File: src/rtl/alu_arbiter_pkg.sv
// rtl/alu_arbiter_pkg.sv - opcode constants and result-register state encoding
package alu_arbiter_pkg;

    localparam logic [3:0] OP_ADD  = 4'd0;
    localparam logic [3:0] OP_SLL  = 4'd1;
    localparam logic [3:0] OP_SLT  = 4'd2;
    localparam logic [3:0] OP_SLTU = 4'd3;
    localparam logic [3:0] OP_XOR  = 4'd4;
    localparam logic [3:0] OP_SRL  = 4'd5;
    localparam logic [3:0] OP_OR   = 4'd6;
    localparam logic [3:0] OP_AND  = 4'd7;
    localparam logic [3:0] OP_SUB  = 4'd8;
    localparam logic [3:0] OP_SRA  = 4'd13;

    typedef enum logic {
        EMPTY = 1'b0,
        FULL  = 1'b1
    } state_t;

endpackage

File: src/rtl/alu_arbiter_alu.sv
// rtl/alu_arbiter_alu.sv - combinational 32-bit ALU shared by both requesters
module alu
    import alu_arbiter_pkg::*;
(
    input  logic [31:0] a,
    input  logic [31:0] b,
    input  logic [3:0]  op,
    output logic [31:0] result
);

    always_comb begin
        result = '0;
        case (op)
            OP_ADD:  result = a + b;
            OP_SUB:  result = a - b;
            OP_SLL:  result = a << b[4:0];
            OP_SLT:  result = {31'b0, $signed(a) < $signed(b)};
            OP_SLTU: result = {31'b0, a < b};
            OP_XOR:  result = a ^ b;
            OP_SRL:  result = a >> b[4:0];
            OP_SRA:  result = $unsigned($signed(a) >>> b[4:0]);
            OP_OR:   result = a | b;
            OP_AND:  result = a & b;
            // unknown opcodes still complete, with a zero result
            default: result = '0;
        endcase
    end

endmodule

File: src/rtl/alu_arbiter.sv
// rtl/alu_arbiter.sv - two-requester arbiter feeding one ALU into a single result register
module alu_arbiter
    import alu_arbiter_pkg::*;
#(
    parameter bit FAIR = 1'b1
) (
    input  logic        clk,
    input  logic        rst_n,
    input  logic        req0_valid,
    output logic        req0_ready,
    input  logic [31:0] req0_a,
    input  logic [31:0] req0_b,
    input  logic [3:0]  req0_op,
    input  logic        req1_valid,
    output logic        req1_ready,
    input  logic [31:0] req1_a,
    input  logic [31:0] req1_b,
    input  logic [3:0]  req1_op,
    output logic        rsp_valid,
    input  logic        rsp_ready,
    output logic        rsp_id,
    output logic [31:0] rsp_data,
    output logic        rsp_zero
);

    state_t      state, state_next;
    logic        last_grant;
    logic        grant;
    logic        can_accept;
    logic        handshake;
    logic [31:0] sel_a, sel_b, alu_result;
    logic [3:0]  sel_op;

    always_comb begin
        grant = 1'b0;
        if (req0_valid && !req1_valid)
            grant = 1'b0;
        else if (req1_valid && !req0_valid)
            grant = 1'b1;
        else if (FAIR)
            grant = ~last_grant;
        else
            grant = 1'b0;
    end

    // readys are forced low during reset so nothing is consumed while the register clears
    assign can_accept = (state == EMPTY) || rsp_ready;
    assign req0_ready = rst_n && can_accept && !grant;
    assign req1_ready = rst_n && can_accept && grant;
    assign handshake  = grant ? (req1_valid && req1_ready) : (req0_valid && req0_ready);

    assign sel_a  = grant ? req1_a  : req0_a;
    assign sel_b  = grant ? req1_b  : req0_b;
    assign sel_op = grant ? req1_op : req0_op;

    alu u_alu (
        .a      (sel_a),
        .b      (sel_b),
        .op     (sel_op),
        .result (alu_result)
    );

    always_comb begin
        state_next = state;
        if (handshake)
            state_next = FULL;
        else if (can_accept)
            state_next = EMPTY;
    end

    always_ff @(posedge clk) begin
        if (!rst_n) begin
            state      <= EMPTY;
            last_grant <= 1'b1;
            rsp_id     <= 1'b0;
            rsp_data   <= '0;
            rsp_zero   <= 1'b0;
        end else begin
            state <= state_next;
            if (handshake) begin
                last_grant <= grant;
                rsp_id     <= grant;
                rsp_data   <= alu_result;
                rsp_zero   <= (alu_result == 32'd0);
            end
        end
    end

    assign rsp_valid = (state == FULL);

endmodule

File: config.mk
export PLATFORM = sky130hd
export DESIGN_NAME = alu_arbiter
export DESIGN_NICKNAME = d
export VERILOG_FILES = /design/src/rtl/alu_arbiter_pkg.sv /design/src/rtl/alu_arbiter_alu.sv /design/src/rtl/alu_arbiter.sv
export SDC_FILE = /design/constraint.sdc
export NUM_CORES = 1
export LEC_CHECK = 0
export ABC_CLOCK_PERIOD_IN_PS = 7000
export BUFFER_PORTS_ARGS = -buffer_cell sky130_fd_sc_hd__buf_2
export CORE_MARGIN = 1.5
export CORE_UTILIZATION = 35
export CTS_CLUSTER_SIZE = 8
export DETAILED_ROUTE_END_ITERATION = 10
export PLACE_DENSITY = 0.57
export SLEW_MARGIN = 20
export SYNTH_ARGS = -nofsm -noshare
export SYNTH_HDL_FRONTEND = slang
export SYNTH_SLANG_ARGS = --single-unit
File: constraint.sdc
create_clock -name clk -period 7 [get_ports clk]
set_clock_uncertainty 0.1 [all_clocks]
set_input_delay 1.4 -clock clk [delete_from_list [all_inputs] [get_ports clk]]
set_output_delay 1.4 -clock clk [all_outputs]
set_load 0.01 [all_outputs]
==> run metrics <==
layout net count=2295; mux cell area share after synthesis=16.6%; Synth Instances=1836; Cell Int Power=1.18 mW; FP Rows=68; FF-to-FF Start=last_grant$_SDFFE_PN1P_; sequential group share of total power=8.6%; CTS Buffer Depth=2; CTS tree=yes; Critical Path Source Type=input pin; HPWL after DPL=67.6 mm; max-cap violation count=0; layout cells sized above 1=23.7%; Post-CTS Setup Repair Bufs=0; CP Capture Type=register; Worst EP required=7100 ps; clock latency on the worst-skew pair=300 ps; Final Util=42.6%; ys flop type=dfxtp_1; global-route wire length before repair=116 mm; sequential cell area fraction in the yosys report=5.81%; Worst-path clk slew=60 ps; Hold Startpoint=rsp_data[24]$_SDFFE_PN0P_; crit share post-route=97.4%; cell count of the worst hold path=2; Synth Net Count=2075; core area=0.0347 mm2; Reg2Reg Depth=18; Net Switching=1.78 mW; Hold Slack=355 ps; layout overhead on the synthesized area=19.2%; CTS Buf Count=5; largest net degree at the start of global routing=60; combinational share of power=83.5%; Clk Tree Root Cell=clkbuf_16; Sw Ratio=60.1%; Post-synth EDFFs=0; FF+latch area=721 um2; Compound-Gate Fraction of Synth Area=34.0%; Adder-Cell Fraction of Synth Area=10.0%; First-pass DRT Iterations=6; Setup CP Type=input pin to register; H-tree Lvls=2; DR DRC count=0; post-synthesis cell area=0.0124 mm2; Die Area=0.0366 mm2; Hold Violations, Final=0; multi-input combinational cell area=0.0107 mm2; Slew Limit Headroom=26.9%; Die Span Y=191 um; Peak Freq=0.147 GHz; HP Class=register to register; I/O Buffers=177; #FFs+latches synth=36; outcome=complete, no violations; Synth Area in Simple Gates=24.0%; vias per cell=6.83; drt wl/cell=33.1 um; worst slew pin tran=1090 ps; CP Data Arrival Time=6920 ps; Overflow after GRT=0; power density over the cells=201 mW/mm2; GR Util All Layers=44.3%; static leakage=6.54 nW; Clock Sinks=36; max-slew violation count=0; Mean Syn Cell Area=6.75 um2; routed vias=17182; Iter 0 DRT Violations=2218; R2R setup slack=750 ps; Crit Reg-Reg Endpoint=rsp_zero$_SDFFE_PN0P_; Ys Warns=0; largest family of logic cells by synthesized area=compound AO/OA/AOI/OAI gates; initial antenna violation count=1; DRT antenna net count=0; Worst Path Max Fanout=19; Die X=191 um; post-layout min period=6820 ps; FFs w/ async S/R, synth=0%; starting density of the core=35.7%; xor and xnor area share after synthesis=1.13%; Hold EP=rsp_data[24]$_SDFFE_PN0P_; gpl congestion=1.07; Peak VDD IR=0.119 mV; io pins=178; fillers=3645; library cells used by synthesis=94; Setup violations, final=0; vias in the first global route=15964; Clock Power Share=7.9%; Post-Route WL=83.2 mm
stage by stage:
step | power (mW) | worst slack (ps) | cell area (um2) | TNS, ps | cells
finish | 2.97 | 182 | 14800 | 0 | 2514
global route | 3.06 | -165 | 14800 | -165 | 2512
CTS | 2.85 | 257 | 14800 | 0 | 2512
detailed placement | 2.60 | -41.5 | 14600 | -41.5 | 2504
global placement | 2.62 | 113 | 14600 | 0 | 2504
floorplan | 1.59 | 265 | 12400 | 0 | 1836
cell usage in the layout, fill, tap and decap left out, drive strengths merged, types with 13 or more instances in the layout:
cell type,synthesis,layout
nand3,71,71
nand2,189,189
o22ai,29,29
mux2,76,76
inv,108,108
nor2b,20,20
ha,96,96
a22o,15,15
dfxtp,36,36
a21o,13,13
nand4,30,30
a31oi,23,23
a21oi,142,142
a211oi,41,41
o211ai,49,49
o2111ai,13,13
nor4,25,25
mux2i,114,114
nor3,54,54
a22oi,17,17
a2111oi,13,13
xnor2,15,15
and3,16,16
o32ai,13,13
buf,59,355
nor2,157,157
o21ai,110,110
registers in the layout, indices dropped and copies added (netlist names):
name        flops
last_grant      1
rsp_data       32
rsp_id          1
rsp_valid       1
rsp_zero        1
Yosys cell counts, drive strengths merged (17+ instances only):
cell    count  share of area (%)
nor3       54                2.2
inv       108                3.3
a21oi     142                5.7
mux2       76                7.1
mux2i     114                9.4
o22ai      29                1.5
ha         96                9.7
a211oi     41                2.5
buf        59                2.6
nand2     189                5.7
o211ai     49                3.0
o21ai     110                4.4
nor4       25                1.4
nand3      71                2.9
clkbuf     83                2.5
nor2      157                4.8
a22oi      17                1.0
dfxtp      36                5.8
a31oi      23                1.2
nor2b      20                1.0
nand4      30                1.5
power by group through the flow:
| stage | logic [mW] | clock network (mW) | registers, mW |
|---|---|---|---|
| floorplan | 1.32 | 0 | 0.269 |
| global placement | 2.36 | 0 | 0.256 |
| detailed placement | 2.34 | 0 | 0.258 |
| CTS | 2.35 | 0.238 | 0.254 |
| global route | 2.55 | 0.247 | 0.258 |
| finish | 2.48 | 0.236 | 0.255 |
critical path: stages:
cell and delay [ps]:
buf_2 130, nand2b_1 170, buf_4 210, a211oi_1 460, nor2_4 90, ha_1 230
inv_1 90, fa_1 270, nor2_1 70, a2111oi_1 580, o21ai_1 190, nand2_1 150
mux2i_1 100, or4_1 700, nor4_2 440, or4b_1 500, nor4_1 340, buf_4 200
and4_1 210, nand3_1 90, o41ai_2 290
worst max path at each step:
stage | from | endpoint | slack [ps] | cells after the start
2_1_floorplan | req0_valid | rsp_zero$_SDFFE_PN0P_ | 260 | 22
3_3_place_gp | req0_valid | rsp_zero$_SDFFE_PN0P_ | 110 | 20
3_5_place_dp | req0_valid | rsp_zero$_SDFFE_PN0P_ | -40 | 20
4_1_cts | req0_valid | rsp_zero$_SDFFE_PN0P_ | 260 | 21
5_1_grt | req0_valid | rsp_zero$_SDFFE_PN0P_ | -170 | 21
6_report | req0_valid | rsp_zero$_SDFFE_PN0P_ | 180 | 21
metal layers:
layer / track usage (%) / wire length, um / vias to the layer above
met5: 1.24 / 58 / -
met4: 25.0 / 5720 / 2
met3: 11.6 / 10100 / 280
met2: 65.2 / 33900 / 1361
met1: 58.1 / 33400 / 8164
li1: - / - / 7375
final cells by class:
type,instances,share of cell area [%]
repair buffers,355,15.2
well taps,455,3.85
multi-input cells,1548,72.2
inverters,110,2.83
clock buffers,5,0.846
flip-flops and latches,36,4.88
diodes,2,0.0339
clock inverters,3,0.127
kinds of logic after synthesis:
kind of cell	count (synthesis)
xor gates and xnor gates	16
muxes	191
AOI/OAI and AO/OA	619
adders and majority gates	98
and+or+nand+nor	624
DFF	36
buffers and inverters	252
repair_timing:
action                                  CTS  global route
gates resized for setup                   0             3
endpoints found under the setup margin    0             1
hold buffers                              0             0
Note: power is estimated with default switching activity, not from simulation.
